===== config.mk =====
export PLATFORM = sky130hd
export DESIGN_NAME = tone_sequencer
export DESIGN_NICKNAME = d
export VERILOG_FILES = /design/src/rtl/tone_sequencer.sv
export SDC_FILE = /design/constraint.sdc
export NUM_CORES = 1
export LEC_CHECK = 0
export ABC_AREA = 0
export CAP_MARGIN = 10
export CORE_MARGIN = 4
export CORE_UTILIZATION = 45
export DETAILED_ROUTE_END_ITERATION = 10
export DONT_BUFFER_PORTS = 1
export PLACE_DENSITY_LB_ADDON = 0.25
export SETUP_SLACK_MARGIN = 0.05
export SLEW_MARGIN = 20
export SYNTH_ARGS = -nofsm -noshare
export SYNTH_HDL_FRONTEND = slang
export SYNTH_SLANG_ARGS = --single-unit

===== constraint.sdc =====
create_clock -name CLK -period 4.1 [get_ports CLK]
set_input_delay 0.205 -clock CLK [delete_from_list [all_inputs] [get_ports CLK]]
set_output_delay 0.205 -clock CLK [all_outputs]
set_load 0.005 [all_outputs]

===== src/rtl/tone_sequencer.sv =====
// Plays a writable table of {period_us, dur_ms} notes into a tone generator, with a fixed gap between notes.
// period/tone_en follow start by 2 cycles, stop takes effect on the next edge; table writes are accepted in every state.
module tone_sequencer #(
  parameter int CLKS_PER_US = 100,
  parameter int US_PER_MS   = 1000,
  parameter int GAP_MS      = 10,
  parameter int DEPTH       = 16,
  localparam int AW         = $clog2(DEPTH)
) (
  input  logic          CLK,
  input  logic          RST,
  input  logic          wr_en,
  input  logic [AW-1:0] wr_addr,
  input  logic [15:0]   wr_period,
  input  logic [11:0]   wr_dur,
  input  logic          start,
  input  logic          stop,
  input  logic          loop,
  output logic [31:0]   period,
  output logic          tone_en,
  output logic          busy,
  output logic [AW-1:0] note_idx,
  output logic          done
);

  localparam int             T        = CLKS_PER_US * US_PER_MS;
  localparam int             CW       = (T > 1) ? $clog2(T) : 1;
  localparam logic [CW-1:0]  T_LAST   = CW'(T - 1);
  localparam logic [11:0]    GAP_LAST = 12'(GAP_MS - 1);
  localparam logic [AW-1:0]  IDX_LAST = AW'(DEPTH - 1);

  typedef enum logic [1:0] {S_IDLE, S_LOAD, S_PLAY, S_GAP} state_e;

  logic [27:0] tbl_q [DEPTH];

  state_e        state_q, state_d;
  logic [AW-1:0] idx_q, idx_d;
  logic [11:0]   dur_q, dur_d;
  logic [15:0]   period_q, period_d;
  logic          tone_en_q, tone_en_d;
  logic          done_q, done_d;
  logic          played_q, played_d;
  logic [CW-1:0] cyc_q, cyc_d;
  logic [11:0]   ms_q, ms_d;

  logic [27:0]   entry;
  logic          tick;
  logic          advance;
  logic          end_seq;

  // Table is deliberately not reset; software must fill it before start.
  always_ff @(posedge CLK) begin
    if (wr_en) tbl_q[wr_addr] <= {wr_period, wr_dur};
  end

  always_comb begin
    state_d   = state_q;
    idx_d     = idx_q;
    dur_d     = dur_q;
    period_d  = period_q;
    tone_en_d = tone_en_q;
    played_d  = played_q;
    done_d    = 1'b0;
    cyc_d     = '0;
    ms_d      = '0;
    advance   = 1'b0;
    end_seq   = 1'b0;
    entry     = tbl_q[idx_q];
    tick      = (cyc_q == T_LAST);

    case (state_q)
      S_IDLE: begin
        if (start && !stop) begin
          state_d  = S_LOAD;
          idx_d    = '0;
          played_d = 1'b0;
        end
      end
      S_LOAD: begin
        if (entry[11:0] == 12'd0) begin
          end_seq = 1'b1;
        end else begin
          state_d   = S_PLAY;
          dur_d     = entry[11:0];
          period_d  = entry[27:12];
          tone_en_d = (entry[27:12] != 16'd0);
          played_d  = 1'b1;
        end
      end
      S_PLAY: begin
        if (tick && ms_q == dur_q - 12'd1) begin
          tone_en_d = 1'b0;
          period_d  = '0;
          if (GAP_MS > 0) state_d = S_GAP;
          else            advance = 1'b1;
        end else begin
          cyc_d = tick ? '0 : cyc_q + 1'b1;
          ms_d  = tick ? ms_q + 12'd1 : ms_q;
        end
      end
      S_GAP: begin
        if (tick && ms_q == GAP_LAST) begin
          advance = 1'b1;
        end else begin
          cyc_d = tick ? '0 : cyc_q + 1'b1;
          ms_d  = tick ? ms_q + 12'd1 : ms_q;
        end
      end
      default: state_d = S_IDLE;
    endcase

    if (advance) begin
      if (idx_q == IDX_LAST) begin
        end_seq = 1'b1;
      end else begin
        idx_d   = idx_q + 1'b1;
        state_d = S_LOAD;
      end
    end

    // Looping requires at least one real note, otherwise an all-empty table would spin forever.
    if (end_seq) begin
      if (loop && played_q) begin
        idx_d   = '0;
        state_d = S_LOAD;
      end else begin
        state_d = S_IDLE;
        done_d  = 1'b1;
      end
    end

    if (stop && state_q != S_IDLE) begin
      state_d   = S_IDLE;
      idx_d     = idx_q;
      tone_en_d = 1'b0;
      period_d  = '0;
      done_d    = 1'b0;
      cyc_d     = '0;
      ms_d      = '0;
    end
  end

  always_ff @(posedge CLK) begin
    if (RST) begin
      state_q   <= S_IDLE;
      idx_q     <= '0;
      dur_q     <= '0;
      period_q  <= '0;
      tone_en_q <= 1'b0;
      done_q    <= 1'b0;
      played_q  <= 1'b0;
      cyc_q     <= '0;
      ms_q      <= '0;
    end else begin
      state_q   <= state_d;
      idx_q     <= idx_d;
      dur_q     <= dur_d;
      period_q  <= period_d;
      tone_en_q <= tone_en_d;
      done_q    <= done_d;
      played_q  <= played_d;
      cyc_q     <= cyc_d;
      ms_q      <= ms_d;
    end
  end

  assign period   = tone_en_q ? {16'd0, period_q} : 32'd0;
  assign tone_en  = tone_en_q;
  assign busy     = (state_q != S_IDLE);
  assign note_idx = idx_q;
  assign done     = done_q;

endmodule


==> results by group <==
Outcome
  – Outcome: completed

Critical path
  – Crit Path Category: register to register
  – CP cell instances: buf_4, mux4_2, a22oi_1, nand2_1, nor4_4, a31oi_4, a311oi_4, a22o_1
  – Critical Path Start Type: register
  – CP max stage cell: a311oi_4
  – Worst Path Arrival: 4150 ps
  – CP max stage delay: 760 ps
  – Worst path buffer plus inverter count: 1
  – Max FO, Critical Path: 32
  – Req. time, crit path: 4660 ps
  – CP top delay family: compound AO/OA/AOI/OAI gates
  – CP Capture Type: register

STA
  – Worst slew pin tran: 1060 ps
  – Post-route setup slack: 514 ps
  – Slew margin rel.: 0.294
  – Endpoints failing hold: 0
  – Finish-stage setup viols: 0
  – Fin Clk Skew: 46.4 ps
  – Fin crit share: 0.875
  – Max Slew Vio Count: 0
  – RSZ-0062 raised after global routing: false
  – WHS: 92.2 ps
  – Maximum clock rate: 279 MHz
  – Tmin final: 3590 ps
  – TNS Setup: 0 ps

Synthesis
  – Synthesized area per cell: 18.2 sq um
  – Asr flop ratio synth: 0
  – Post-synth EDFFs: 448
  – Mapped Cells: 1,127
  – Seq cells post-synth: 518
  – Sequential area share after synthesis: 0.723
  – Main flop type after synthesis: edfxtp_1
  – Distinct cells, synth: 59
  – Ys Warns: 0
  – Mapped cell area: 20,500 sq um

Power
  – Leak pwr: 7.36 nW
  – Pwr Density: 480 nW/um^2
  – Worst vdd ir: 419 uV
  – PnR Total Power: 11.3 mW

Clock network
  – Post-CTS setup buffer count: 0
  – CTS tree: yes
  – Clk Latency, worst-skew pair: 630 ps
  – CTS buffer count: 52
  – CTS Root Cell: clkbuf_16
  – Clock Tree Buf Depth: 3
  – Post-cts sizing count: 0
  – Number of H-tree levels: 2
  – Clk sinks: 518
  – Clk slew on worst S/H paths: 60 ps

Routing
  – Avg WL per Cell: 25.4 um
  – Number of DRC markers in iteration 0: 1,071
  – Antenna-violating nets left: 0
  – Routed wl met3: 3240 um
  – Metal2 WL: 22,700 um
  – Top layer in use: met4
  – Drt via density: 5.79
  – Post-Route WL: 46,800 um
  – Drt drc: 0
  – DR vias: 10,600
  – Wl on met1: 19,900 um
  – 1st-pass router iterations: 5

Final layout
  – Final Non-Filler Cells: 1,839
  – Layout area overhead: 14.9%
  – Final Util: 0.521
  – Commonest non-fill, non-tap cell in the layout: edfxtp_1
  – Fillers: 3,606
  – Nets: 1,236
  – Post-Layout Inst Area: 23,600 sq um
  – Most frequent cells in the layout: edfxtp_1, mux4_2, dfxtp_1
  – Share of cells above drive strength 1: 0.216

Placement
  – Routability cong.: 0.804
  – Placed Cells: 1,707
  – DP HPWL: 26,400 um
  – Setup Slack @ Placement: 494 ps
  – Port bufs: 0
  – DP Area: 21,400 sq um

Global routing
  – GRT Total Usage: 0.190
  – Largest net degree at the start of global routing: 43
  – GRT overflow: 0
  – Global-route wire length before repair: 70,200 um
  – Vias in the first global route: 10,800
  – Antenna violations before repair: 2

Die
  – CORE AREA: 45,300 sq um
  – Die footprint: 49,100 sq um
  – Initial Utilization: 0.453
  – Die Ht: 222 um
  – Die width: 222 um
  – Rows: 78
  – I/O pin cnt: 77

Worst hold path
  – Hold Path Class: input port to register

Flow run
  – Max-Cap Viols: 0
## power by group
group | leakage (nW) | switching, mW | internal (mW)
clock | 0.914 | 2.07 | 3.10
combinational | 1.83 | 0.194 | 0.104
sequential | 4.61 | 0.0376 | 5.83
total | 7.36 | 2.30 | 9.03
## logic make-up (layout without fill, tap and decap cells)
family	after synthesis	count (layout)	synth area share
AO/OA/AOI/OAI	106	106	0.0418
XOR/XNOR	45	45	0.0192
adder cells (fa/ha/maj)	5	5	0.00305
buffers and inverters	82	177	0.0204
flip-flops	518	518	0.723
multiplexers	124	124	0.129
other	1	18	0.000183
AND/OR/NAND/NOR	246	246	0.0634
## layer usage
layer  vias to the layer above  global-route usage
met5                         -                   0
met4                         0              0.0496
met3                        71              0.0385
met2                       352               0.306
met1                      5584               0.269
li1                       4642                   -
## what timing repair did
action / 4_1_cts / 5_1_grt
hold buffers: 32 / 0
setup endpoints to repair: 0 / 0
hold endpoints to repair: 474 / 0
## synthesized netlist by cell type (all sizes together), types with 2 or more instances
cell type | n | area share
nand3b | 4 | 0.0015
a211o | 2 | 0.00085
mux4 | 112 | 0.12
xnor2 | 29 | 0.012
ha | 5 | 0.0030
a22oi | 57 | 0.021
dfxtp | 70 | 0.068
nand4 | 12 | 0.0037
nand2b | 5 | 0.0015
nor2b | 8 | 0.0024
nor4bb | 3 | 0.0015
mux2i | 12 | 0.0058
nor3 | 13 | 0.0037
o31ai | 3 | 0.0011
nor4 | 13 | 0.0057
nor4b | 4 | 0.0017
or3b | 3 | 0.0013
o21ai | 4 | 0.00097
a22o | 16 | 0.0068
xor2 | 16 | 0.0068
nand3 | 13 | 0.0032
a21oi | 5 | 0.0012
or2 | 3 | 0.00091
buf | 38 | 0.012
nand2 | 55 | 0.010
a211oi | 3 | 0.0011
clkbuf | 33 | 0.0060
a31oi | 5 | 0.0023
or4 | 2 | 0.00091
nor2 | 71 | 0.013
and4 | 2 | 0.00085
inv | 11 | 0.0020
edfxtp | 448 | 0.66
and2 | 22 | 0.0067
nand4b | 2 | 0.00085
nor3b | 4 | 0.0015
and3 | 5 | 0.0015
## worst paths after layout
| check | startpoint | to | slack [ps] | cells after the start |
|---|---|---|---|---|
| worst max-delay path | register | period_q[13] | 510 | 8 |
| worst min-delay path | start | state_q[0] | 90 | 4 |
| worst max register to register | register | period_q[13] | 510 | 8 |
| worst min register to register | cyc_q[0] | cyc_q[0] | 460 | 1 |
## tightest hold or removal path: cells and delay by family
family,cells,cell delay (ps)
AO/OA/AOI/OAI,2,180
AND/OR/NAND/NOR,2,260
## state kept, by name, summed over array words and instances (netlist names), named ones only
name	flops
period_q	16
state_q	2
done	1
played_q	1
dur_q	12
cyc_q	17
ms_q	12
note_idx	4
tbl_q	448
tone_en	1
## area by class of cell
class / instances / area, sq um / area share
clock buffers: 67 / 1420 / 0.0602
inverters: 11 / 41.3 / 0.00175
multi-input cells: 542 / 5430 / 0.230
clock inverters: 31 / 469 / 0.0199
repair buffers: 68 / 603 / 0.0256
diodes: 2 / 5.00 / 0.000212
well taps: 600 / 751 / 0.0318
flip-flops and latches: 518 / 14900 / 0.630
Note: power is estimated with default switching activity, not from simulation.
